### config.mk
export PLATFORM = sky130hd
export DESIGN_NAME = output_buffer_arbiter
export DESIGN_NICKNAME = d
export VERILOG_FILES = /design/src/rtl/output_buffer_arbiter.sv
export SDC_FILE = /design/constraint.sdc
export NUM_CORES = 1
export LEC_CHECK = 0
export ABC_CLOCK_PERIOD_IN_PS = 6000
export CORE_AREA = 2 2 637 639
export DETAILED_ROUTE_END_ITERATION = 12
export DIE_AREA = 0 0 639 641
export GPL_TIMING_DRIVEN = 0
export HOLD_SLACK_MARGIN = 0.08
export PLACE_DENSITY_LB_ADDON = 0.08
export SETUP_SLACK_MARGIN = 0.3
export SYNTH_ARGS = -nofsm -noshare
export SYNTH_HDL_FRONTEND = slang
export SYNTH_SLANG_ARGS = --single-unit
### constraint.sdc
create_clock -name axi_aclk -period 6 [get_ports axi_aclk]
set_input_delay 1.8 -clock axi_aclk [delete_from_list [all_inputs] [get_ports axi_aclk]]
set_output_delay 1.8 -clock axi_aclk [all_outputs]
set_load 0.05 [all_outputs]
### src/rtl/output_buffer_arbiter.sv
// rtl/output_buffer_arbiter.sv - packet-granular round-robin arbiter feeding one output-buffer AXIS write port
module output_buffer_arbiter #(
  parameter int C_NUM_INPUTS          = 4,
  parameter int C_SEL_WIDTH           = 2,
  parameter int C_AXIS_DATA_WIDTH     = 256,
  parameter int C_PACKET_LENGTH_WIDTH = 14,
  parameter int C_INPORT_WIDTH        = 3,
  parameter int C_OUTPORT_WIDTH       = 8
) (
  input  logic                                              axi_aclk,
  input  logic                                              axi_resetn,
  input  logic [C_NUM_INPUTS*C_AXIS_DATA_WIDTH-1:0]         s_axis_tdata,
  input  logic [C_NUM_INPUTS*C_AXIS_DATA_WIDTH/8-1:0]       s_axis_tkeep,
  input  logic [C_NUM_INPUTS*C_PACKET_LENGTH_WIDTH-1:0]     s_axis_tuser_packet_length,
  input  logic [C_NUM_INPUTS*C_INPORT_WIDTH-1:0]            s_axis_tuser_in_port,
  input  logic [C_NUM_INPUTS*C_OUTPORT_WIDTH-1:0]           s_axis_tuser_out_port,
  input  logic [C_NUM_INPUTS-1:0]                           s_axis_tvalid,
  input  logic [C_NUM_INPUTS-1:0]                           s_axis_tlast,
  output logic [C_NUM_INPUTS-1:0]                           s_axis_tready,
  output logic [C_AXIS_DATA_WIDTH-1:0]                      m_axis_tdata,
  output logic [C_AXIS_DATA_WIDTH/8-1:0]                    m_axis_tkeep,
  output logic [C_PACKET_LENGTH_WIDTH-1:0]                  m_axis_tuser_packet_length,
  output logic [C_INPORT_WIDTH-1:0]                         m_axis_tuser_in_port,
  output logic [C_OUTPORT_WIDTH-1:0]                        m_axis_tuser_out_port,
  output logic                                              m_axis_tvalid,
  input  logic                                              m_axis_tready,
  output logic                                              m_axis_tlast,
  output logic [C_SEL_WIDTH-1:0]                            grant,
  output logic [31:0]                                       pkt_count
);

  localparam int KW = C_AXIS_DATA_WIDTH / 8;

  typedef enum logic {IDLE, PASS} state_t;

  state_t                   state_q, state_d;
  logic [C_SEL_WIDTH-1:0]   grant_q, grant_d;
  logic [C_SEL_WIDTH-1:0]   last_grant_q, last_grant_d;
  logic [31:0]              pkt_count_q, pkt_count_d;

  logic                     rr_found;
  logic [C_SEL_WIDTH-1:0]   rr_idx;
  logic [C_SEL_WIDTH-1:0]   rr_cand;

  logic [C_AXIS_DATA_WIDTH-1:0]     tdata_arr [C_NUM_INPUTS];
  logic [KW-1:0]                    tkeep_arr [C_NUM_INPUTS];
  logic [C_PACKET_LENGTH_WIDTH-1:0] len_arr   [C_NUM_INPUTS];
  logic [C_INPORT_WIDTH-1:0]        inp_arr   [C_NUM_INPUTS];
  logic [C_OUTPORT_WIDTH-1:0]       outp_arr  [C_NUM_INPUTS];

  for (genvar i = 0; i < C_NUM_INPUTS; i++) begin : g_unpack
    assign tdata_arr[i] = s_axis_tdata[i*C_AXIS_DATA_WIDTH +: C_AXIS_DATA_WIDTH];
    assign tkeep_arr[i] = s_axis_tkeep[i*KW +: KW];
    assign len_arr[i]   = s_axis_tuser_packet_length[i*C_PACKET_LENGTH_WIDTH +: C_PACKET_LENGTH_WIDTH];
    assign inp_arr[i]   = s_axis_tuser_in_port[i*C_INPORT_WIDTH +: C_INPORT_WIDTH];
    assign outp_arr[i]  = s_axis_tuser_out_port[i*C_OUTPORT_WIDTH +: C_OUTPORT_WIDTH];
  end

  // Search starts just after the last served input so every requester gets a turn.
  always_comb begin
    rr_found = 1'b0;
    rr_idx   = '0;
    rr_cand  = '0;
    for (int k = 1; k <= C_NUM_INPUTS; k++) begin
      rr_cand = C_SEL_WIDTH'((int'(last_grant_q) + k) % C_NUM_INPUTS);
      if (!rr_found && s_axis_tvalid[rr_cand]) begin
        rr_found = 1'b1;
        rr_idx   = rr_cand;
      end
    end
  end

  always_comb begin
    m_axis_tdata               = tdata_arr[grant_q];
    m_axis_tkeep               = tkeep_arr[grant_q];
    m_axis_tuser_packet_length = len_arr[grant_q];
    m_axis_tuser_in_port       = inp_arr[grant_q];
    m_axis_tuser_out_port      = outp_arr[grant_q];
    m_axis_tlast               = s_axis_tlast[grant_q];
    m_axis_tvalid              = 1'b0;
    s_axis_tready              = '0;
    if (state_q == PASS) begin
      m_axis_tvalid          = s_axis_tvalid[grant_q];
      s_axis_tready[grant_q] = m_axis_tready;
    end
  end

  always_comb begin
    state_d      = state_q;
    grant_d      = grant_q;
    last_grant_d = last_grant_q;
    pkt_count_d  = pkt_count_q;
    case (state_q)
      IDLE: begin
        if (rr_found) begin
          grant_d = rr_idx;
          state_d = PASS;
        end
      end
      PASS: begin
        // Grant is only released on the tlast handshake; a stalled source just waits.
        if (m_axis_tvalid && m_axis_tready && m_axis_tlast) begin
          last_grant_d = grant_q;
          pkt_count_d  = pkt_count_q + 32'd1;
          state_d      = IDLE;
        end
      end
      default: state_d = IDLE;
    endcase
  end

  always_ff @(posedge axi_aclk or negedge axi_resetn) begin
    if (!axi_resetn) begin
      state_q      <= IDLE;
      grant_q      <= '0;
      last_grant_q <= C_SEL_WIDTH'(C_NUM_INPUTS - 1);
      pkt_count_q  <= '0;
    end else begin
      state_q      <= state_d;
      grant_q      <= grant_d;
      last_grant_q <= last_grant_d;
      pkt_count_q  <= pkt_count_d;
    end
  end

  assign grant     = grant_q;
  assign pkt_count = pkt_count_q;

endmodule

==> impl_metrics.csv <==
group,metric,value,unit
run_status,status,"finished clean",
sta,finalHoldViolCount,0,
critical_path,crit_path_end_kind,"output pin",
cells_and_area,stdcell_count,7552,
synth,avgSynthCellArea,16.3,um^2
worst_hold_path,hold_depth,1,
floorplan,die_y,641,um
sta,setup_violations,0,
cells_and_area,syn2layout_area_growth,252,%
cells_and_area,final_common_cell,"clkdlybuf4s50_1",
placed_design,placed_cells,7470,
synth,syn_inst,564,
sta,post-route-period-util,93.8,%
sta,fin_skew,5.87,ps
global_route,grt_max_degree,27,
drt,drt-total-wl,306,mm
critical_path,max_stage_delay,780,ps
critical_path,cp_data_arrival_time,3830,ps
synth,yosysUniqueCellTypes,36,
power,vdd_drop_max,134,uV
clock_tree,cts_tree,"done",
drt,drc,0,
critical_path,crit_top_cell,"clkdlybuf4s50_1",
placed_design,hpwl,294,mm
clock_tree,clkSinkCount,37,
synth,yosysSeqAreaShare,10.1,%
power,power.total,14400,uW
floorplan,core,402000,um^2
global_route,grt.overflow.total,0,
synth,syn_nets,1828,
drt,vias,16146,
cells_and_area,final_cell_mix,"clkdlybuf4s50_1, mux4_2, dlygate4sd2_1, buf_2, dfrtp_1",
drt,wl_per_cell,40.5,um
clock_tree,post_cts_buffers,0,
cells_and_area,utilization,8.06,%
synth,ys_ff_latch,37,
critical_path,rr_worst_depth,6,
sta,worstMarginPinSlew,1340,ps
floorplan,num_io_pins,1616,
drt,vias_per_cell,2.14,
synth,synth_edf_count,0,
placed_design,gp_congestion,0.816,
floorplan,rows,233,
cells_and_area,fin_area,32400,um^2
power,leakage,0.00977,uW
synth,synth_top_flop_cell,"dfrtp_1",
drt,ant_nets,0,
worst_hold_path,min_path_type,"flip-flop to flip-flop",
sta,fin_tns_setup,0,ps
critical_path,cp-start-kind,"input port",
global_route,grt_pass1_wl,343,mm
clock_tree,path_clk_slew,60,ps
job,maxCapViolations,0,
global_route,grt_pass1_vias,16228,
sta,post-route-min-period,5630,ps
sta,final-max-slew-violation-count,0,
clock_tree,clk_latency,290,ps
cells_and_area,final_nets,3454,
drt,drt_pre_antenna_iters,7,
clock_tree,cts.htree.levels,2,
global_route,grtUsageTotal,14.3,%
sta,rsz0062_at_grt,"false",
synth,ys.warnings.count,0,
synth,netlist_area,9200,um^2
critical_path,worstSetupPathType,"input port to output pin",
clock_tree,cts_hold_buf,0,
power,power_density,444,nW/um^2
clock_tree,cts_root_buf,"clkbuf_16",
global_route,antenna_found_initial,421,
sta,relSlewSlack,10.6,%
sta,fmax,178,MHz
critical_path,path_cells,"clkdlybuf4s50_1 > mux4_2 > clkdlybuf4s50_1",
critical_path,cp.required,4200,ps
drt,drtIter0Drc,814,
cells_and_area,drive_gt1_share,18.9,%
clock_tree,cts_buffer_depth,2,
floorplan,die_w,639,um
clock_tree,cts_buffers,5,
placed_design,portBuffers,1615,
floorplan,die_area,410000,um^2
placed_design,place_area,32100,um^2
critical_path,worstPathMaxFanout,1,
synth,synthArstFlopShare,100,%
floorplan,initial_core_util,2.29,%
critical_path,crit_slowest_cell,"clkdlybuf4s50_1",
[power by group]
part	switching (uW)	internal, uW
registers	60.0	285
clock network	120	164
logic	9280	4490
total	9460	4940
[cell families after synthesis]
family	Yosys count	synth area share, %
AOI/OAI and AO/OA	11	0.707
xor gates and xnor gates	31	2.95
adders and majority gates	1	0.136
buffers and inverters	85	3.81
DFF	37	10.1
muxes	321	77.7
and+or+nand+nor	78	4.64
[critical path: cells and delay by family]
kind	cells	cell delay, ps
buffers and inverters	2	1370
multiplexers	1	640
[metal layers]
metal	track usage (%)	vias to the layer above	share of wire, %	routed length (um)
met1	13.8	7827	32	99300
met2	28.4	1468	55	168000
met4	0.576	186	1.2	3700
li1	-	6039	-	-
met5	0	-	0.39	1200
met3	6.99	626	11	34100
[per-stage QoR]
| stage | setup slack (ps) | hold WS, ps |
|---|---|---|
| after floorplan | 1380 | 555 |
| after global placement | -2530 | 469 |
| after detailed placement | -1060 | 481 |
| after CTS | 291 | 495 |
| after global routing | 307 | 514 |
| final | 370 | 478 |
[area by class of cell]
type	count	area (um^2)
Timing Repair Buffer	1619	16200
Sequential cell	37	928
Buffer	74	404
Fill cell	46583	370000
Clock buffer	7	143
Tap cell	5287	6620
Inverter	11	41.3
Multi-Input combinational cell	442	7930
Antenna cell	75	188
[what timing repair did]
action	in CTS	in global routing
endpoints found under the setup margin	276	6
pin swaps	0	0
resized for setup	197	7
[final timing paths]
check | startpoint | end | slack (ps)
min | pkt_count[31] | pkt_count[31] | 480
max in group asynchronous | axi_resetn | last_grant_q[0] | 4020
min in group asynchronous | axi_resetn | pkt_count[12] | 1410
min reg2reg | pkt_count[31] | pkt_count[31] | 480
max reg2reg | grant[1] | pkt_count[10] | 2740
max | s_axis_tdata[983] | m_axis_tdata[215] | 370
[synth_stat cells (2+ instances only)]
| master | instances | area (um^2) |
|---|---|---|
| a21oi_1 | 2 | 10.0 |
| a22oi_1 | 2 | 15.0 |
| o21ai_0 | 3 | 15.0 |
| xnor2_1 | 15 | 131 |
| buf_1 | 28 | 105 |
| mux2i_1 | 5 | 50.1 |
| nand3_1 | 13 | 65.1 |
| o22ai_1 | 2 | 12.5 |
| nor2_1 | 17 | 63.8 |
| inv_1 | 11 | 41.3 |
| dfstp_2 | 2 | 52.6 |
| mux2_2 | 2 | 22.5 |
| clkbuf_1 | 21 | 78.8 |
| mux4_2 | 313 | 7050 |
| a31oi_1 | 2 | 12.5 |
| xor2_1 | 16 | 140 |
| nand4_1 | 8 | 50.1 |
| buf_2 | 25 | 125 |
| nor4_1 | 7 | 43.8 |
| nand2_1 | 12 | 45.0 |
| and4_2 | 2 | 20.0 |
| nor3_1 | 8 | 40.0 |
| dfrtp_1 | 35 | 876 |
[state kept, by name (all words and copies together), names as in the netlist]
| register | count |
|---|---|
| grant | 2 |
| last_grant_q | 2 |
| pkt_count | 32 |
| state_q | 1 |
(Power assumes the default switching activity.)
